[config.mk]
export PLATFORM = sky130hd
export DESIGN_NAME = muxbus_master_flat
export DESIGN_NICKNAME = d
export VERILOG_FILES = /design/src/rtl/muxbus_master_if.sv /design/src/rtl/muxbus_master.sv /design/src/flat_wrapper.sv
export SDC_FILE = /design/constraint.sdc
export NUM_CORES = 1
export LEC_CHECK = 0
export ABC_AREA = 1
export BUFFER_PORTS_ARGS = -buffer_cell sky130_fd_sc_hd__buf_2
export CORE_ASPECT_RATIO = 0.9
export CORE_MARGIN = 2
export CORE_UTILIZATION = 44
export DETAILED_ROUTE_END_ITERATION = 8
export HOLD_SLACK_MARGIN = 0.02
export PLACE_DENSITY = 0.66
export SLEW_MARGIN = 30
export SYNTH_ARGS = -nofsm -noshare
export SYNTH_HDL_FRONTEND = slang
export SYNTH_SLANG_ARGS = --single-unit
[constraint.sdc]
create_clock -name clk -period 2 [get_ports clk]
set_input_delay 0.4 -clock clk [delete_from_list [all_inputs] [get_ports clk]]
set_output_delay 0.4 -clock clk [all_outputs]
set_load 0.02 [all_outputs]
[src/rtl/muxbus_master_if.sv]
// Bundle between a CPU core, the multiplexed-bus master and the pad multiplexer.
// The master modport is the view of muxbus_master; the slave modport is the view of everything around it.
interface muxbus_master_if #(
  parameter int ADDR_WIDTH = 16,
  parameter int DATA_WIDTH = 16,
  parameter int WAIT_WIDTH = 4
);
  logic                  req;
  logic                  we;
  logic [ADDR_WIDTH-1:0] addr;
  logic [DATA_WIDTH-1:0] wdata;
  logic [WAIT_WIDTH-1:0] cfg_wait;
  logic                  ext_ready;
  logic                  busy;
  logic                  done;
  logic                  err;
  logic [DATA_WIDTH-1:0] rdata;
  logic [DATA_WIDTH-1:0] bus_out;
  logic [DATA_WIDTH-1:0] bus_in;
  logic                  bus_dir;
  logic                  latch_enable;
  logic                  OEb;
  logic                  WEb;

  modport master (
    input  req, we, addr, wdata, cfg_wait, ext_ready, bus_in,
    output busy, done, err, rdata, bus_out, bus_dir, latch_enable, OEb, WEb
  );

  modport slave (
    output req, we, addr, wdata, cfg_wait, ext_ready, bus_in,
    input  busy, done, err, rdata, bus_out, bus_dir, latch_enable, OEb, WEb
  );
endinterface

[src/rtl/muxbus_master.sv]
// Multiplexed address/data bus master: address + latch, hold, turnaround/setup,
// strobe with wait states and ready extension (with timeout), recovery.
module muxbus_master #(
  parameter int ADDR_WIDTH  = 16,
  parameter int DATA_WIDTH  = 16,
  parameter int ADDR_CYCLES = 1,
  parameter int WAIT_WIDTH  = 4,
  parameter int MAX_EXT     = 255
) (
  input logic             clk,
  input logic             rst_n,
  muxbus_master_if.master bus
);

  localparam int ACNT_W = (ADDR_CYCLES > 1) ? $clog2(ADDR_CYCLES) : 1;
  localparam int EXT_W  = (MAX_EXT > 1) ? $clog2(MAX_EXT + 1) : 1;
  localparam bit TMO_EN = (MAX_EXT > 0);
  localparam logic [ACNT_W-1:0] ACNT_LAST = ACNT_W'(ADDR_CYCLES - 1);
  localparam logic [EXT_W-1:0]  EXT_MAX   = EXT_W'(MAX_EXT);

  typedef enum logic [3:0] {
    IDLE, ADDR, AHOLD, TURN, RSTB, RREC, WSETUP, WSTB, WREC
  } state_t;

  state_t                state_q;
  logic                  we_q;
  logic [DATA_WIDTH-1:0] wdata_q;
  logic [WAIT_WIDTH-1:0] wait_q;
  logic [WAIT_WIDTH-1:0] scnt_q;
  logic [ACNT_W-1:0]     acnt_q;
  logic [EXT_W-1:0]      ext_q;
  logic                  busy_q;
  logic                  done_q;
  logic                  err_q;
  logic [DATA_WIDTH-1:0] rdata_q;
  logic [DATA_WIDTH-1:0] bus_out_q;
  logic                  bus_dir_q;
  logic                  le_q;
  logic                  oeb_q;
  logic                  web_q;
  logic [ADDR_WIDTH-1:0] addr_s;

  assign addr_s = bus.addr;

  // Bus-cycle sequencer; every output is a register updated together with the state.
  always_ff @(posedge clk or negedge rst_n) begin
    if (!rst_n) begin
      state_q   <= IDLE;
      we_q      <= 1'b0;
      wdata_q   <= '0;
      wait_q    <= '0;
      scnt_q    <= '0;
      acnt_q    <= '0;
      ext_q     <= '0;
      busy_q    <= 1'b0;
      done_q    <= 1'b0;
      err_q     <= 1'b0;
      rdata_q   <= '0;
      bus_out_q <= '0;
      bus_dir_q <= 1'b1;
      le_q      <= 1'b0;
      oeb_q     <= 1'b1;
      web_q     <= 1'b1;
    end else begin
      done_q <= 1'b0;
      err_q  <= 1'b0;
      case (state_q)
        IDLE: begin
          if (bus.req) begin
            state_q   <= ADDR;
            we_q      <= bus.we;
            wdata_q   <= bus.wdata;
            wait_q    <= bus.cfg_wait;
            acnt_q    <= '0;
            busy_q    <= 1'b1;
            bus_dir_q <= 1'b0;
            bus_out_q <= DATA_WIDTH'(addr_s);
            le_q      <= 1'b1;
          end else begin
            busy_q    <= 1'b0;
            bus_dir_q <= 1'b1;
          end
        end
        ADDR: begin
          if (acnt_q == ACNT_LAST) begin
            state_q <= AHOLD;
            le_q    <= 1'b0;
          end else begin
            acnt_q <= acnt_q + 1'b1;
          end
        end
        // Address stays on the bus one more cycle so the latch closes on stable data.
        AHOLD: begin
          if (we_q) begin
            state_q   <= WSETUP;
            bus_out_q <= wdata_q;
          end else begin
            state_q   <= TURN;
            bus_dir_q <= 1'b1;
          end
        end
        TURN: begin
          state_q <= RSTB;
          oeb_q   <= 1'b0;
          scnt_q  <= '0;
          ext_q   <= '0;
        end
        WSETUP: begin
          state_q <= WSTB;
          web_q   <= 1'b0;
          scnt_q  <= '0;
          ext_q   <= '0;
        end
        // Minimum W+1 strobe cycles, then ready extension bounded by the timeout.
        RSTB, WSTB: begin
          if (scnt_q != wait_q) begin
            scnt_q <= scnt_q + 1'b1;
          end else if (bus.ext_ready || (TMO_EN && (ext_q == EXT_MAX))) begin
            state_q <= (state_q == RSTB) ? RREC : WREC;
            oeb_q   <= 1'b1;
            web_q   <= 1'b1;
            done_q  <= 1'b1;
            err_q   <= ~bus.ext_ready;
            if ((state_q == RSTB) && bus.ext_ready) begin
              rdata_q <= bus.bus_in;
            end
          end else begin
            ext_q <= ext_q + 1'b1;
          end
        end
        RREC, WREC: begin
          state_q   <= IDLE;
          busy_q    <= 1'b0;
          bus_dir_q <= 1'b1;
        end
        default: begin
          state_q   <= IDLE;
          busy_q    <= 1'b0;
          bus_dir_q <= 1'b1;
          le_q      <= 1'b0;
          oeb_q     <= 1'b1;
          web_q     <= 1'b1;
        end
      endcase
    end
  end

  assign bus.busy         = busy_q;
  assign bus.done         = done_q;
  assign bus.err          = err_q;
  assign bus.rdata        = rdata_q;
  assign bus.bus_out      = bus_out_q;
  assign bus.bus_dir      = bus_dir_q;
  assign bus.latch_enable = le_q;
  assign bus.OEb          = oeb_q;
  assign bus.WEb          = web_q;

endmodule
[src/flat_wrapper.sv]
// flat-port wrapper written by rule: the top's interface ports become plain ports
module muxbus_master_flat 
#(
  parameter int ADDR_WIDTH  = 16,
  parameter int DATA_WIDTH  = 16,
  parameter int ADDR_CYCLES = 1,
  parameter int WAIT_WIDTH  = 4,
  parameter int MAX_EXT     = 255
)
  (clk, rst_n, bus_req, bus_we, bus_addr, bus_wdata, bus_cfg_wait, bus_ext_ready, bus_bus_in, bus_busy, bus_done, bus_err, bus_rdata, bus_bus_out, bus_bus_dir, bus_latch_enable, bus_OEb, bus_WEb);
  muxbus_master_if #(.ADDR_WIDTH(ADDR_WIDTH), .DATA_WIDTH(DATA_WIDTH), .WAIT_WIDTH(WAIT_WIDTH)) bus_i ();
  input logic clk;
  input logic rst_n;
  input wire logic [$bits(bus_i.req)-1:0] bus_req;
  input wire logic [$bits(bus_i.we)-1:0] bus_we;
  input wire logic [$bits(bus_i.addr)-1:0] bus_addr;
  input wire logic [$bits(bus_i.wdata)-1:0] bus_wdata;
  input wire logic [$bits(bus_i.cfg_wait)-1:0] bus_cfg_wait;
  input wire logic [$bits(bus_i.ext_ready)-1:0] bus_ext_ready;
  input wire logic [$bits(bus_i.bus_in)-1:0] bus_bus_in;
  output wire logic [$bits(bus_i.busy)-1:0] bus_busy;
  output wire logic [$bits(bus_i.done)-1:0] bus_done;
  output wire logic [$bits(bus_i.err)-1:0] bus_err;
  output wire logic [$bits(bus_i.rdata)-1:0] bus_rdata;
  output wire logic [$bits(bus_i.bus_out)-1:0] bus_bus_out;
  output wire logic [$bits(bus_i.bus_dir)-1:0] bus_bus_dir;
  output wire logic [$bits(bus_i.latch_enable)-1:0] bus_latch_enable;
  output wire logic [$bits(bus_i.OEb)-1:0] bus_OEb;
  output wire logic [$bits(bus_i.WEb)-1:0] bus_WEb;
  assign bus_i.req = bus_req;
  assign bus_i.we = bus_we;
  assign bus_i.addr = bus_addr;
  assign bus_i.wdata = bus_wdata;
  assign bus_i.cfg_wait = bus_cfg_wait;
  assign bus_i.ext_ready = bus_ext_ready;
  assign bus_i.bus_in = bus_bus_in;
  assign bus_busy = bus_i.busy;
  assign bus_done = bus_i.done;
  assign bus_err = bus_i.err;
  assign bus_rdata = bus_i.rdata;
  assign bus_bus_out = bus_i.bus_out;
  assign bus_bus_dir = bus_i.bus_dir;
  assign bus_latch_enable = bus_i.latch_enable;
  assign bus_OEb = bus_i.OEb;
  assign bus_WEb = bus_i.WEb;
  muxbus_master #(.ADDR_WIDTH(ADDR_WIDTH), .DATA_WIDTH(DATA_WIDTH), .ADDR_CYCLES(ADDR_CYCLES), .WAIT_WIDTH(WAIT_WIDTH), .MAX_EXT(MAX_EXT)) u_core (.clk(clk), .rst_n(rst_n), .bus(bus_i));
endmodule
==> results_dict.tcl <==
set metrics [dict create \
    worstSetupStartpointType "register" \
    clkTransAtPathRegs_ps 80 \
    ff_latch_area_um2 1906 \
    r2r_start "u_core.state_q[1]$_DFFE_PN0P_" \
    synth_top_cell_by_area "dfrtp_1" \
    hold_buffers 1 \
    fp.dieW_um 99.26 \
    synth_cell_types 33 \
    rsz0062_at_grt "no" \
    synth_area_um2 3593 \
    wire_per_inst_um 12.03 \
    post_cts_buffers 0 \
    ys_seq_area_share_pct 53.03 \
    h-tree-depth 3 \
    synthFlopType "dfrtp_1" \
    final_common_cell "nand2_1" \
    diodes 0 \
    clock-sinks 76 \
    initialDrtViolationCount 115 \
    fin_cells 635 \
    place_inst 618 \
    track_usage_pct 18.17 \
    nets 590 \
    drt-total-wl_um 7637 \
    io_pins 96 \
    cts_tree "done" \
    arrival_ps 1950 \
    synthTopCellsByArea "dfrtp_1 51%, nand2_1 17%, nand3_1 5.2%, nor2_1 3.8%, o21ai_0 3.2%" \
    grt_max_degree 34 \
    grt_pass1_wl_um 13110 \
    period_share_pct 84.91 \
    mostFrequentLayoutCells "158 x nand2_1, 94 x buf_2, 73 x dfrtp_1, 37 x nand3_1, 36 x nor2_1" \
    rr_worst_depth 8 \
    max-slew-margin-rel_pct 67.15 \
    gp_congestion 0.9096 \
    worstSetupEndpointType "register" \
    yosysTopAreaCellShare_pct 50.84 \
    io_buffer_count 95 \
    dr.pass1.iters 5 \
    ys_async_sr_fraction_pct 100.0 \
    tightest_slew_ps 489.5 \
    crit_fanout 32 \
    critPathKind "register to register" \
    cts_max_path_buffers 2 \
    min_path_cells 2 \
    dieArea_um2 8907 \
    powerDensity_nw_per_um2 1544 \
    drc 0 \
    synth.net_count 490 \
    pre_cts_slack_ps 328.6 \
    synth_cells 431 \
    max_freq_ghz 0.5889 \
    grt.overflow.total 0 \
    viasPerCell 4.814 \
    drive_above_1_share_pct 27.43 \
    multi_input_area_um2 1485 \
    fin_crit_ps 1698 \
    dp_hpwl_um 5605 \
    grt_pass1_vias 2847 \
    hold_start "bus_ext_ready" \
    synth.avg_cell_area_um2 8.337 \
    setup_viol_count_final 0 \
    slew_violations 0 \
    placementRows 31 \
    skew_ps 12.48 \
    yosysWarnings 0 \
    vias 3057 \
    worstSkewPairLatency_ps 350 \
    leakage_nw 2.393 \
    area_growth_pct 21.90 \
    core_area_um2 7990 \
    start_util_pct 44.97 \
    ir_worst_vdd_uv 669.8 \
    fp.dieH_um 89.74 \
    cp-startpoint "u_core.state_q[1]$_DFFE_PN0P_" \
    synth_seq_cells 76 \
    ctsResizeCount 0 \
    root_buffer "clkbuf_8" \
    fillers 759 \
    finalHoldViolations 0 \
    status "complete, no violations" \
    fin_util_pct 54.82 \
    antenna_left 0 \
    setup_ws_ps 301.8 \
    final.setup.tns_ps 0 \
    numCtsBuffers 9 \
    cap_violations 0 \
    hp-class "primary input to register" \
    total_power_w 0.006763 \
    synth_edf_count 0 \
    cp.required_ps 2250 \
    antenna_found_initial 0 \
]
report_power, final:
group / switching [W] / leakage (nW) / internal (W)
registers: 0.000350 / 0.947 / 0.00216
logic: 0.00200 / 1.34 / 0.000970
clock network: 0.000545 / 0.107 / 0.000736
worst max-delay path: stages (launching register included):
cell and delay, ps:
dfrtp_1 450, inv_2 70, nor2_4 150, nand2_2 180, inv_2 100, nand2_2 90, nand2_4 260, nor2_1 90
a31oi_1 190
cells in the mapped netlist (3+ instances only):
cell and n:
buf_2 7, nand2_4 3, nand3_1 37, inv_1 25, nand2_1 158, nor2_1 36, nand4_1 3, a31oi_1 11
dfstp_2 3, or2_2 3, a21oi_1 9, nor2_4 3, buf_6 3, o21ai_0 23, nand2_2 9, dfrtp_1 73
inv_2 4
state kept, by name, summed over array words and instances (netlist names):
register,cells
u_core.bus.latch_enable,1
u_core.bus.bus_dir,1
u_core.bus.WEb,1
u_core.ext_q,8
u_core.we_q,1
u_core.state_q,4
u_core.bus.done,1
u_core.bus.bus_out,16
u_core.bus.OEb,1
u_core.bus.err,1
u_core.bus.busy,1
u_core.scnt_q,4
u_core.wdata_q,16
u_core.bus.rdata,16
u_core.wait_q,4
final timing paths:
kind,end,slack (ps)
setup / recovery,u_core.bus.bus_out[11]$_DFFE_PN0P_,300
hold / removal,u_core.bus.err$_DFF_PN0_,250
setup reg to reg,u_core.bus.bus_out[11]$_DFFE_PN0P_,300
hold reg to reg,u_core.bus.rdata[14]$_DFFE_PN0P_,470
max in group asynchronous,u_core.ext_q[6]$_DFFE_PN0P_,900
min in group asynchronous,u_core.wdata_q[13]$_DFFE_PN0P_,550
final cells by class:
type | count | share of cell area [%]
Inverter | 30 | 2.628
Tap cell | 99 | 2.828
Multi-Input combinational cell | 312 | 33.90
Clock inverter | 4 | 1.657
Sequential cell | 76 | 43.50
Timing Repair Buffer | 102 | 12.17
Clock buffer | 12 | 3.313
metal layers:
layer / global-route usage (%) / part of all wire, % / vias up
li1: - / - / 1577
met1: 25.55 / 49 / 1392
met2: 27.48 / 45 / 84
met3: 5.132 / 6.0 / 4
met4: 5.479 / 0.35 / 0
met5: 0 / 0 / -
stage by stage:
step	hold slack [ps]	area, um2
global placement	375.2	4153
CTS	233.6	4380
detailed placement	380.4	4153
finish	252.9	4380
floorplan	104.4	3593
global route	219.8	4380
kinds of logic after synthesis:
family          after synthesis  share of synthesized area (%)
compound gates               48                          7.556
xor+xnor                      3                         0.7313
fa+ha+maj                     2                         0.6963
buf+inv                      43                          5.640
flops                        76                          53.03
simple gates                259                          32.35
Note: power is estimated with default switching activity, not from simulation.
